File: config.mk
export PLATFORM = sky130hd
export DESIGN_NAME = boreal_vns_sequencer
export DESIGN_NICKNAME = d
export VERILOG_FILES = /design/src/rtl/boreal_vns_sequencer.sv
export SDC_FILE = /design/constraint.sdc
export NUM_CORES = 1
export LEC_CHECK = 0
export ABC_AREA = 1
export BUFFER_PORTS_ARGS = -buffer_cell sky130_fd_sc_hd__buf_2
export CAP_MARGIN = 40
export CORE_ASPECT_RATIO = 1.1
export CORE_MARGIN = 10
export CORE_UTILIZATION = 59
export DETAILED_ROUTE_END_ITERATION = 6
export PLACE_DENSITY_LB_ADDON = 0.25
export SLEW_MARGIN = 20
export SYNTH_ARGS = -nofsm -noshare
export SYNTH_HDL_FRONTEND = slang
export SYNTH_SLANG_ARGS = --single-unit
File: constraint.sdc
create_clock -name clk -period 2.8 [get_ports clk]
set_clock_uncertainty 0.1 [all_clocks]
set_input_delay 0.28 -clock clk [delete_from_list [all_inputs] [get_ports clk]]
set_output_delay 0.28 -clock clk [all_outputs]
set_load 0.05 [all_outputs]
File: src/rtl/boreal_vns_sequencer.sv
// VNS burst sequencer: amplitude ramp, on/off duty cycle, burst counting and the Vagus Brake interlock.
// Optional macro BOREAL_VNS_BRAKE_CNT_EN adds a saturating brake_events counter output.
module boreal_vns_sequencer #(
  parameter int AMP_W       = 8,
  parameter int MAX_AMP     = 200,
  parameter int RAMP_STEP   = 4,
  parameter int ON_CYCLES   = 1000,
  parameter int OFF_CYCLES  = 4000,
  parameter int N_BURSTS    = 8,
  parameter int COOL_CYCLES = 2000
) (
  input  logic             clk,
  input  logic             rst,
  input  logic             enable,
  input  logic             start_req,
  output logic             start_ack,
  input  logic [AMP_W-1:0] cfg_amp,
  input  logic             ad_guard_active,
  output logic             stim_active,
  output logic [AMP_W-1:0] stim_amp,
  output logic [7:0]       burst_count,
  output logic             brake_flag,
  output logic             session_done,
`ifdef BOREAL_VNS_BRAKE_CNT_EN
  output logic [2:0]       state,
  output logic [7:0]       brake_events
`else
  output logic [2:0]       state
`endif
);

  typedef enum logic [2:0] {
    S_IDLE     = 3'd0,
    S_RAMP     = 3'd1,
    S_ON       = 3'd2,
    S_OFF      = 3'd3,
    S_BRAKE    = 3'd4,
    S_COOLDOWN = 3'd5
  } state_t;

  localparam int               AW1      = AMP_W + 1;
  localparam logic [15:0]      ON_LAST  = 16'(ON_CYCLES - 1);
  localparam logic [15:0]      OFF_LAST = 16'(OFF_CYCLES - 1);
  localparam logic [15:0]      COOL_LAST = 16'(COOL_CYCLES - 1);
  localparam logic [7:0]       N_LAST   = 8'(N_BURSTS);
  localparam logic [AMP_W-1:0] MAX_T    = AMP_W'(MAX_AMP);
  localparam logic [AMP_W:0]   STEP_X   = AW1'(RAMP_STEP);

  state_t           st;
  logic [15:0]      timer;
  logic [AMP_W-1:0] target;
  logic [AMP_W:0]   ramp_sum;
  logic             accept;
  logic             brake_hit;
  logic             in_burst;

  function automatic logic [AMP_W-1:0] clamp_amp(input logic [AMP_W-1:0] req);
    return (req > MAX_T) ? MAX_T : req;
  endfunction

  // One extra bit keeps the ramp increment from wrapping near full scale.
  assign ramp_sum  = {1'b0, stim_amp} + STEP_X;
  assign accept    = enable && start_req && !ad_guard_active && (cfg_amp != {AMP_W{1'b0}});
  assign brake_hit = (st != S_IDLE) && ad_guard_active;
  assign in_burst  = (st == S_RAMP) || (st == S_ON) || (st == S_OFF);
  assign state     = st;

  // Main sequencer: brake beats abort, abort beats the normal phase progression.
  always_ff @(posedge clk or posedge rst) begin
    if (rst) begin
      st           <= S_IDLE;
      timer        <= 16'd0;
      target       <= {AMP_W{1'b0}};
      start_ack    <= 1'b0;
      stim_active  <= 1'b0;
      stim_amp     <= {AMP_W{1'b0}};
      burst_count  <= 8'd0;
      brake_flag   <= 1'b0;
      session_done <= 1'b0;
    end else begin
      start_ack    <= 1'b0;
      session_done <= 1'b0;
      if (brake_hit) begin
        st          <= S_BRAKE;
        stim_amp    <= {AMP_W{1'b0}};
        stim_active <= 1'b0;
        brake_flag  <= 1'b1;
        timer       <= 16'd0;
      end else if (!enable && in_burst) begin
        st          <= S_IDLE;
        stim_amp    <= {AMP_W{1'b0}};
        stim_active <= 1'b0;
        timer       <= 16'd0;
      end else begin
        case (st)
          S_IDLE: begin
            stim_amp <= {AMP_W{1'b0}};
            if (accept) begin
              start_ack   <= 1'b1;
              target      <= clamp_amp(cfg_amp);
              burst_count <= 8'd0;
              brake_flag  <= 1'b0;
              timer       <= 16'd0;
              stim_active <= 1'b1;
              st          <= S_RAMP;
            end else begin
              stim_active <= 1'b0;
            end
          end
          S_RAMP: begin
            if (ramp_sum >= {1'b0, target}) begin
              stim_amp <= target;
              timer    <= 16'd0;
              st       <= S_ON;
            end else begin
              stim_amp <= ramp_sum[AMP_W-1:0];
            end
          end
          S_ON: begin
            if (timer == ON_LAST) begin
              stim_amp    <= {AMP_W{1'b0}};
              stim_active <= 1'b0;
              burst_count <= burst_count + 8'd1;
              timer       <= 16'd0;
              st          <= S_OFF;
            end else begin
              timer <= timer + 16'd1;
            end
          end
          S_OFF: begin
            stim_amp <= {AMP_W{1'b0}};
            if (timer == OFF_LAST) begin
              timer <= 16'd0;
              if (burst_count == N_LAST) begin
                session_done <= 1'b1;
                st           <= S_IDLE;
              end else begin
                stim_active <= 1'b1;
                st          <= S_RAMP;
              end
            end else begin
              timer <= timer + 16'd1;
            end
          end
          S_BRAKE: begin
            // A still-asserted guard is caught by brake_hit, so reaching here means release.
            timer <= 16'd0;
            st    <= S_COOLDOWN;
          end
          S_COOLDOWN: begin
            if (timer == COOL_LAST) begin
              timer <= 16'd0;
              st    <= S_IDLE;
            end else begin
              timer <= timer + 16'd1;
            end
          end
          default: begin
            st          <= S_IDLE;
            timer       <= 16'd0;
            stim_amp    <= {AMP_W{1'b0}};
            stim_active <= 1'b0;
          end
        endcase
      end
    end
  end

`ifdef BOREAL_VNS_BRAKE_CNT_EN
  // Lifetime tally of brake entries; holding in BRAKE is not a new entry, and starts do not clear it.
  always_ff @(posedge clk or posedge rst) begin
    if (rst) begin
      brake_events <= 8'd0;
    end else if (brake_hit && (st != S_BRAKE) && (brake_events != 8'hFF)) begin
      brake_events <= brake_events + 8'd1;
    end
  end
`endif

endmodule

==> flow_metrics.env, run 1 <==
export IMPL_synth_cell_types=35
export IMPL_setup_ws_ps=353
export IMPL_final_cells=562
export IMPL_critPathLaunchType="register"
export IMPL_yosysTopAreaCell="dfrtp_1"
export IMPL_post_place_ws_ps=320
export IMPL_die_area_sq_um=8800
export IMPL_firstDrtPassIters=5
export IMPL_dp_cells=553
export IMPL_drcViolationCount=0
export IMPL_vias=3142
export IMPL_core_sq_um=5330
export IMPL_cts_tree="done"
export IMPL_numCtsBuffers=5
export IMPL_cp_arrival_ps=2570
export IMPL_syn_to_final_growth_pct=10.9
export IMPL_min_period_ps=2450
export IMPL_dr_wl_met2_mm=4.22
export IMPL_diodes=0
export IMPL_wl_met1_mm=3.50
export IMPL_cts_sinks=47
export IMPL_top_layer_used="met4"
export IMPL_fmax_mhz=409
export IMPL_ff2ff_setup_slack_ps=350
export IMPL_synthFlopType="dfrtp_1"
export IMPL_start_util_pct=60.3
export IMPL_syn_area_sq_um=3210
export IMPL_worstHoldEndpoint="target[0]$_DFFE_PP0P_"
export IMPL_numPortBuffers=35
export IMPL_die_w_um=90.4
export IMPL_grt_pass1_wl_mm=14.5
export IMPL_grt_usage_pct=19.3
export IMPL_routed_wl_met3_um=317
export IMPL_required_ps=2930
export IMPL_setup_viol=0
export IMPL_fin_crit_sh_pct=87.4
export IMPL_drive_gt1_share_pct=14.0
export IMPL_dpl_hpwl_mm=6.18
export IMPL_nets=511
export IMPL_cap_violations=0
export IMPL_path_class="register to register"
export IMPL_wire_per_inst_um=14.6
export IMPL_drt_iter0_markers=169
export IMPL_tightest_slew_ps=510
export IMPL_end_kind="register"
export IMPL_antenna_found_initial=0
export IMPL_min_delay_start="cfg_amp[0]"
export IMPL_ys_seq_area_share_pct=36.6
export IMPL_ys_ff_latch=47
export IMPL_hold_class="input pin to register"
export IMPL_async_flop_share_pct=100
export IMPL_syn_area_per_cell_sq_um=7.14
export IMPL_yosysTopAreaCellShare_pct=36.6
export IMPL_worstReg2RegStart="stim_amp[2]$_DFFE_PP0P_"
export IMPL_clk_latency_ps=310
export IMPL_grt_max_degree=30
export IMPL_ios=36
export IMPL_hold_viol=0
export IMPL_via_per_inst=5.59
export IMPL_die_y_um=97.4
export IMPL_reg2reg_to="timer[15]$_DFFE_PP0P_"
export IMPL_synthCells=450
export IMPL_routed_wirelength_mm=8.20
export IMPL_p_leak_nw=1.82
export IMPL_root_buffer="clkbuf_8"
export IMPL_syn_nets=475
export IMPL_globalplace_congestion=0.917
export IMPL_crit_fanout=16
export IMPL_synth_edf_count=0
export IMPL_post_cts_buffers=0
export IMPL_hold_ws_ps=73.8
export IMPL_h_tree_depth=2
export IMPL_rows=28
export IMPL_cts_path_max_buffers=2
export IMPL_rsz0062_at_grt="no"
export IMPL_clk_pin_slew_ps=100
export IMPL_overflow=0
export IMPL_synth_area_leaders="dfrtp_1, nand2_1, nand3_1"
export IMPL_slew_violations=0
export IMPL_rr_worst_depth=12
export IMPL_holdPathStages=3
export IMPL_grt_pass1_vias=3032
export IMPL_setup_tns_ps=0
export IMPL_ant_nets=0
export IMPL_yosys_warnings=0
export IMPL_relSlewSlack_pct=65.8
export IMPL_outcome="complete, no violations"
export IMPL_ir_drop_v=0.000381
export IMPL_power_density_nw_per_um2=602
==> worst max path at each step <==
stage	start	to	slack, ps
final	stim_amp[2]$_DFFE_PP0P_	timer[15]$_DFFE_PP0P_	350
after global routing	stim_amp[2]$_DFFE_PP0P_	timer[0]$_DFFE_PP0P_	100
after CTS	stim_amp[2]$_DFFE_PP0P_	stim_amp[6]$_DFFE_PP0P_	270
after detailed placement	stim_amp[2]$_DFFE_PP0P_	stim_amp[5]$_DFFE_PP0P_	320
after global placement	stim_amp[2]$_DFFE_PP0P_	stim_amp[6]$_DFFE_PP0P_	390
after floorplan	stim_amp[2]$_DFFE_PP0P_	timer[2]$_DFFE_PP0P_	270
==> synth_stat cells (2+ instances only) <==
master      n
a21oi_1     7
a31oi_1     2
buf_2       4
buf_6       2
clkbuf_1    2
dfrtp_1    47
ha_1       12
inv_1      52
inv_2       2
inv_6       2
nand2_1   127
nand2_2     4
nand2_4     3
nand3_1    64
nand3b_1    2
nand4_1    18
nor2_1     35
nor2_2      3
nor3_1      8
o21ai_0    24
o21bai_1    2
o31ai_1     3
o31ai_2     2
xnor2_1     3
xor2_1     10
==> stage by stage <==
stage / total power [W] / utilization, % / cell area [sq um]
2_1_floorplan: 0.00150 / - / 3210
3_3_place_gp: 0.00168 / 64.4 / 3430
3_5_place_dp: 0.00171 / 64.8 / 3450
4_1_cts: 0.00215 / 66.8 / 3560
5_1_grt: 0.00230 / 66.9 / 3560
6_report: 0.00214 / 66.9 / 3560
==> worst max-delay path, stage by stage (launching register included) <==
cell     delay [ps]
dfrtp_1         440
ha_1            240
nand3_1         110
xor2_1          210
inv_1            70
ha_1            290
a21oi_1         150
nand2_1          90
nand2_2         170
nand3_4         130
nand2_4         200
nand2_1          80
o21ai_0          80
==> layout by cell type (no fill, tap or decap), types with 5 or more instances in the layout <==
cell type / n
ha_1: 12
nand3_1: 64
dfrtp_1: 47
inv_1: 51
nand2_2: 6
o21ai_0: 24
nand2_1: 125
nand4_1: 18
clkbuf_8: 5
buf_2: 35
a21oi_1: 7
xor2_1: 10
nor3_1: 8
nor2_1: 35
==> sequential cells by signal, summed over array words and instances (netlist names) <==
name,count
timer,16
burst_count,8
stim_amp,8
target,8
state,3
brake_flag,1
session_done,1
start_ack,1
stim_active,1
==> power by group <==
part	switching, W	internal (W)	leakage, nW	total, W
logic	0.000615	0.000220	1.15	0.000835
clock network	0.000255	0.000185	0.0467	0.000440
registers	0.0000930	0.000776	0.625	0.000869
total	0.000963	0.00118	1.82	0.00214
==> timing repair <==
item	4_1_cts	5_1_grt
endpoints found under the hold margin	18	0
hold buffers	1	0
setup endpoints to repair	0	3
gates resized for setup	0	2
==> area by class of cell <==
class                      count  area (sq um)
inverter                      57           224
clock buffer                   5          68.8
tap                           75          93.8
fill                         480          1760
clock inverter                 3          27.5
multi-input combinational    337          1760
sequential                    47          1180
timing repair buffer          38           213
==> routing by layer <==
layer  up-vias  global-route usage [%]
li1       1560                       -
met1      1487                    23.0
met2        80                    33.8
met3        15                    2.78
met4         0                    7.84
met5         -                       0
==> cell families after synthesis <==
group / Yosys count / synth area share [%]
and+or+nand+nor: 266 / 37.4
buffers and inverters: 66 / 8.77
DFF: 47 / 36.6
AOI/OAI and AO/OA: 46 / 9.00
xor gates and xnor gates: 13 / 3.55
adders and majority gates: 12 / 4.67
(Power assumes the default switching activity.)
==> run 2, diff against run 1 <==
Settings changed: BUFFER_PORTS_ARGS -buffer_cell sky130_fd_sc_hd__buf_2 to not set, CELL_PAD_IN_SITES_DETAIL_PLACEMENT set to 1, CELL_PAD_IN_SITES_GLOBAL_PLACEMENT set to 1, CORE_UTILIZATION 59 to 46, DONT_BUFFER_PORTS set to 1, PLACE_DENSITY set to 0.75, PLACE_DENSITY_LB_ADDON 0.25 to not set.
==> flow_metrics.env, run 2 (synthesis results as in run 1) <==
export IMPL_ir_drop_v=0.000307
export IMPL_p_seq_share_pct=41.7
export IMPL_hold_class="input pin to register"
export IMPL_ff_latch_area_sq_um=1180
export IMPL_fmax_mhz=403
export IMPL_cp_common_cell="nand2_1"
export IMPL_path_class="register to register"
export IMPL_slew_violations=0
export IMPL_drcViolationCount=0
export IMPL_outcome="complete, no violations"
export IMPL_numCtsBuffers=5
export IMPL_nets=490
export IMPL_antenna_found_initial=0
export IMPL_clk_latency_ps=300
export IMPL_dpl_instance_area_sq_um=3370
export IMPL_crit_chain="buf_4, nand3_1, nor2_1, nand2_1, xor2_1, inv_1, ha_1, a21oi_2, nand3_4, nand2_4, nand2_1, o21ai_0"
export IMPL_nFillCells=882
export IMPL_ios=36
export IMPL_end_kind="register"
export IMPL_fin_util_pct=52.6
export IMPL_cts_tree="done"
export IMPL_final_common_cell="nand2_1"
export IMPL_cp_slowest_cell="dfrtp_1"
export IMPL_cts_sinks=47
export IMPL_firstDrtPassIters=4
export IMPL_power_density_nw_per_um2=620
export IMPL_critical_path_buf_inv_count=2
export IMPL_setup_tns_ps=0
export IMPL_start_util_pct=48.1
export IMPL_post_place_ws_ps=216
export IMPL_min_period_ps=2480
export IMPL_post_cts_buffers=0
export IMPL_critPathLaunchType="register"
export IMPL_diodes=0
export IMPL_ant_nets=0
export IMPL_drt_iter0_markers=129
export IMPL_overflow=0
export IMPL_cts_path_max_buffers=2
export IMPL_setup_ws_ps=321
export IMPL_path_delay_family="simple AND/OR/NAND/NOR gates"
export IMPL_p_leak_nw=1.73
export IMPL_routed_wirelength_mm=9.62
export IMPL_wire_per_inst_um=17.5
export IMPL_rows=31
export IMPL_power_report_internal_total_w=0.00122
export IMPL_rsz0062_at_grt="no"
export IMPL_crit_start="stim_amp[3]$_DFFE_PP0P_"
export IMPL_relSlewSlack_pct=56.6
export IMPL_grt_usage_pct=18.3
export IMPL_ff2ff_setup_slack_ps=320
export IMPL_final_cell_mix="nand2_1, nand3_1, inv_1"
export IMPL_cpPeakStageDelay_ps=380
export IMPL_hold_ws_ps=6.72
export IMPL_via_per_inst=5.68
export IMPL_hold_viol=0
export IMPL_min_delay_start="cfg_amp[4]"
export IMPL_cap_violations=0
export IMPL_clkPwrFrac_pct=20.9
export IMPL_largest_register_ffs=16
export IMPL_syn_to_final_growth_pct=9.27
export IMPL_multi_input_area_sq_um=1760
export IMPL_top_register="timer"
export IMPL_dpl_hpwl_mm=7.51
export IMPL_clk_pin_slew_ps=80
export IMPL_grt_pass1_vias=3258
export IMPL_core_sq_um=6670
export IMPL_fin_area_sq_um=3510
export IMPL_crit_fanout=16
export IMPL_die_y_um=108
export IMPL_tightest_slew_ps=651
export IMPL_die_w_um=99.7
export IMPL_worstReg2RegStart="stim_amp[3]$_DFFE_PP0P_"
export IMPL_switching_share_pct=43.8
export IMPL_fin_crit_sh_pct=88.5
export IMPL_grt_max_degree=31
export IMPL_numPortBuffers=0
export IMPL_vias=3111
export IMPL_pwr_share_comb_pct=37.4
export IMPL_cp_arrival_ps=2600
export IMPL_p_switching_w=0.000954
export IMPL_globalplace_congestion=0.863
export IMPL_required_ps=2920
export IMPL_setup_viol=0
export IMPL_die_area_sq_um=10700
export IMPL_h_tree_depth=2
export IMPL_grt_pass1_wl_mm=16.1
export IMPL_drive_gt1_share_pct=9.44
export IMPL_root_buffer="clkbuf_8"
==> run 2: cell count changes in the layout (fill, tap and decap cells not counted), sizes merged <==
| cell | delta |
|---|---|
| inv | -2 |
| clkbuf | +3 |
| buf | -23 |
| clkinvlp | -1 |
| dlygate4sd3 | +2 |
==> run 2: power by group through the flow <==
stage / logic, W / clock network (W) / registers (W)
final: 0.000814 / 0.000456 / 0.000908
after global routing: 0.000916 / 0.000498 / 0.000927
after CTS: 0.000825 / 0.000473 / 0.000910
after detailed placement: 0.000812 / 0 / 0.000924
after global placement: 0.000784 / 0 / 0.000917
after floorplan: 0.000538 / 0 / 0.000965
==> run 2: worst paths after layout <==
path / to / cells past startpoint
worst max-delay path: timer[13]$_DFFE_PP0P_ / 12
worst min-delay path: target[4]$_DFFE_PP0P_ / 2
worst max register to register: timer[13]$_DFFE_PP0P_ / 12
worst min register to register: timer[1]$_DFFE_PP0P_ / 2
max in group asynchronous: timer[14]$_DFFE_PP0P_ / 3
min in group asynchronous: start_ack$_DFF_PP0_ / 2
==> run 2: area by class of cell <==
type / instances / area share, %
multi-input cells: 337 / 50.1
repair buffers: 17 / 4.21
flip-flops and latches: 47 / 33.5
well taps: 82 / 2.92
clock buffers: 8 / 2.85
inverters: 57 / 6.38
==> run 2: routing by layer <==
metal	GRT usage (%)	wire length (um)	up-vias
li1	-	-	1509
met1	20.8	3940	1549
met2	33.6	5210	43
met3	3.47	371	10
met4	5.02	92	0
met5	0	0	-
==> run 2: metrics by stage <==
| stage | total power [W] | cells |
|---|---|---|
| 2_1_floorplan | 0.00150 | 450 |
| 3_3_place_gp | 0.00170 | 536 |
| 3_5_place_dp | 0.00174 | 537 |
| 4_1_cts | 0.00221 | 548 |
| 5_1_grt | 0.00234 | 548 |
| 6_report | 0.00218 | 548 |
==> run 2: worst register-to-register path, delay by kind of cell, from the launching register on <==
family | cells | cell delay [ps]
simple gates | 6 | 780
compound gates | 2 | 420
flops | 1 | 380
buf+inv | 2 | 300
xor+xnor | 1 | 230
fa+ha+maj | 1 | 190
==> run 2: timing repair <==
item	CTS	global route
endpoints found under the hold margin	19	0
hold buffers	3	0
setup endpoints to repair	0	19
gates resized for setup	0	2
==> run 3, diff against run 2 <==
Settings changed: BUFFER_PORTS_ARGS set to -buffer_cell sky130_fd_sc_hd__buf_2, CORE_ASPECT_RATIO 1.1 to not set, CORE_UTILIZATION 46 to 43, DONT_BUFFER_PORTS 1 to not set, PLACE_DENSITY 0.75 to 0.77.
==> flow_metrics.env, run 3 (synthesis results as in run 1) <==
export IMPL_path_class="register to register"
export IMPL_h_tree_depth=2
export IMPL_post_cts_resized=0
export IMPL_numPortBuffers=35
export IMPL_vias=3179
export IMPL_cts_path_max_buffers=2
export IMPL_critical_path_buf_inv_count=1
export IMPL_p_leak_nw=1.81
export IMPL_ios=36
export IMPL_p_switching_w=0.000969
export IMPL_post_place_ws_ps=216
export IMPL_drt_iter0_markers=151
export IMPL_cap_violations=0
export IMPL_die_w_um=106
export IMPL_clkPwrFrac_pct=22.6
export IMPL_crit_fanout=16
export IMPL_antenna_found_initial=0
export IMPL_globalplace_congestion=0.870
export IMPL_numCtsBuffers=5
export IMPL_rsz0062_at_grt="no"
export IMPL_nFillCells=979
export IMPL_die_y_um=106
export IMPL_cp_slowest_cell="dfrtp_1"
export IMPL_min_period_ps=2570
export IMPL_routed_wirelength_mm=9.76
export IMPL_crit_chain="ha_1, xor2_1, ha_1, nand2_1, inv_1, nand2_1, nand3_1, nand2_1, nand2_1, nand2_1, nand3_4, nand2_4, nand2_1, o21ai_0"
export IMPL_p_seq_share_pct=39.3
export IMPL_overflow=0
export IMPL_setup_ws_ps=225
export IMPL_power_density_nw_per_um2=622
export IMPL_path_delay_family="simple AND/OR/NAND/NOR gates"
export IMPL_outcome="complete, no violations"
export IMPL_root_buffer="clkbuf_8"
export IMPL_top_register="timer"
export IMPL_grt_usage_pct=17.3
export IMPL_final_common_cell="nand2_1"
export IMPL_switching_share_pct=43.6
export IMPL_ant_nets=0
export IMPL_final_cell_mix="nand2_1, nand3_1, inv_1"
export IMPL_cts_tree="done"
export IMPL_drive_gt1_share_pct=13.4
export IMPL_cpPeakStageDelay_ps=430
export IMPL_clk_latency_ps=300
export IMPL_largest_register_ffs=16
export IMPL_firstDrtPassIters=4
export IMPL_via_per_inst=5.44
export IMPL_fin_crit_sh_pct=92.0
export IMPL_finalPower_w=0.00222
export IMPL_syn_to_final_growth_pct=11.3
export IMPL_hold_class="input pin to asynchronous set/reset pin"
export IMPL_end_kind="register"
export IMPL_slew_violations=0
export IMPL_hold_viol=0
export IMPL_fin_util_pct=49.3
export IMPL_cts_sinks=47
export IMPL_critPathLaunchType="register"
export IMPL_cp_arrival_ps=2690
export IMPL_clk_pin_slew_ps=90
export IMPL_holdBufCountCts=0
export IMPL_hold_ws_ps=44.1
export IMPL_fmax_mhz=388
export IMPL_pwr_share_comb_pct=38.2
export IMPL_wire_per_inst_um=16.7
export IMPL_start_util_pct=44.3
export IMPL_grt_pass1_wl_mm=16.2
export IMPL_diodes=0
export IMPL_dpl_hpwl_mm=7.36
export IMPL_grt_pass1_vias=3277
export IMPL_tightest_slew_ps=651
export IMPL_die_area_sq_um=11300
export IMPL_rows=31
export IMPL_setup_tns_ps=0
export IMPL_relSlewSlack_pct=56.6
export IMPL_grt_max_degree=48
export IMPL_required_ps=2920
export IMPL_cp_common_cell="nand2_1"
export IMPL_core_sq_um=7250
export IMPL_nets=510
export IMPL_drcViolationCount=0
export IMPL_post_cts_buffers=0
export IMPL_ir_drop_v=0.000216
export IMPL_setup_viol=0
export IMPL_power_report_internal_total_w=0.00125
## run 3: cell types whose count changed in the layout (fill, tap and decap cells not counted), sizes merged
cell,delta
bufinv,+1
clkbuf,-2
buf,+23
dlygate4sd3,-3
## run 3: worst min-delay path: cells and delay by family
family / cells / cell delay, ps
buffers and inverters: 3 / 650
## run 3: cell type report
cell class	count	area (sq um)	share of cell area (%)
multi-input combinational	337	1760	49.2
sequential	47	1180	32.9
inverter	57	224	6.27
timing repair buffer	37	190	5.32
tap	99	124	3.47
clock buffer	6	72.6	2.03
clock inverter	1	30.0	0.840
## run 3: final timing paths
kind	startpoint	end	slack, ps	cells past startpoint
max	stim_amp[2]$_DFFE_PP0P_	timer[13]$_DFFE_PP0P_	230	14
min	rst	state[2]$_DFFE_PP0P_	40	3
max reg2reg	stim_amp[2]$_DFFE_PP0P_	timer[13]$_DFFE_PP0P_	230	14
min reg2reg	stim_amp[0]$_DFFE_PP0P_	stim_amp[0]$_DFFE_PP0P_	410	2
max in group asynchronous	rst	stim_amp[4]$_DFFE_PP0P_	2120	3
min in group clk	cfg_amp[5]	target[5]$_DFFE_PP0P_	100	3
## run 3: per-layer routing
| layer | vias to the layer above | wire length (um) | GRT usage, % |
|---|---|---|---|
| met1 | 1558 | 4630 | 22.2 |
| met4 | 0 | 139 | 5.61 |
| met5 | - | 0 | 0 |
| met3 | 15 | 325 | 3.02 |
| li1 | 1552 | - | - |
| met2 | 54 | 4670 | 28.9 |
## run 3: power groups by stage
stage | clock network, W | registers, W | logic (W)
final | 0.000502 | 0.000874 | 0.000849
after global routing | 0.000536 | 0.000888 | 0.000953
after CTS | 0.000515 | 0.000874 | 0.000852
after detailed placement | 0 | 0.000885 | 0.000843
after global placement | 0 | 0.000884 | 0.000822
after floorplan | 0 | 0.000965 | 0.000538
## run 3: metrics by stage
| step | cell area (sq um) | instances |
|---|---|---|
| 2_1_floorplan | 3210 | 450 |
| 3_3_place_gp | 3470 | 577 |
| 3_5_place_dp | 3470 | 577 |
| 4_1_cts | 3570 | 584 |
| 5_1_grt | 3570 | 584 |
| 6_report | 3570 | 584 |
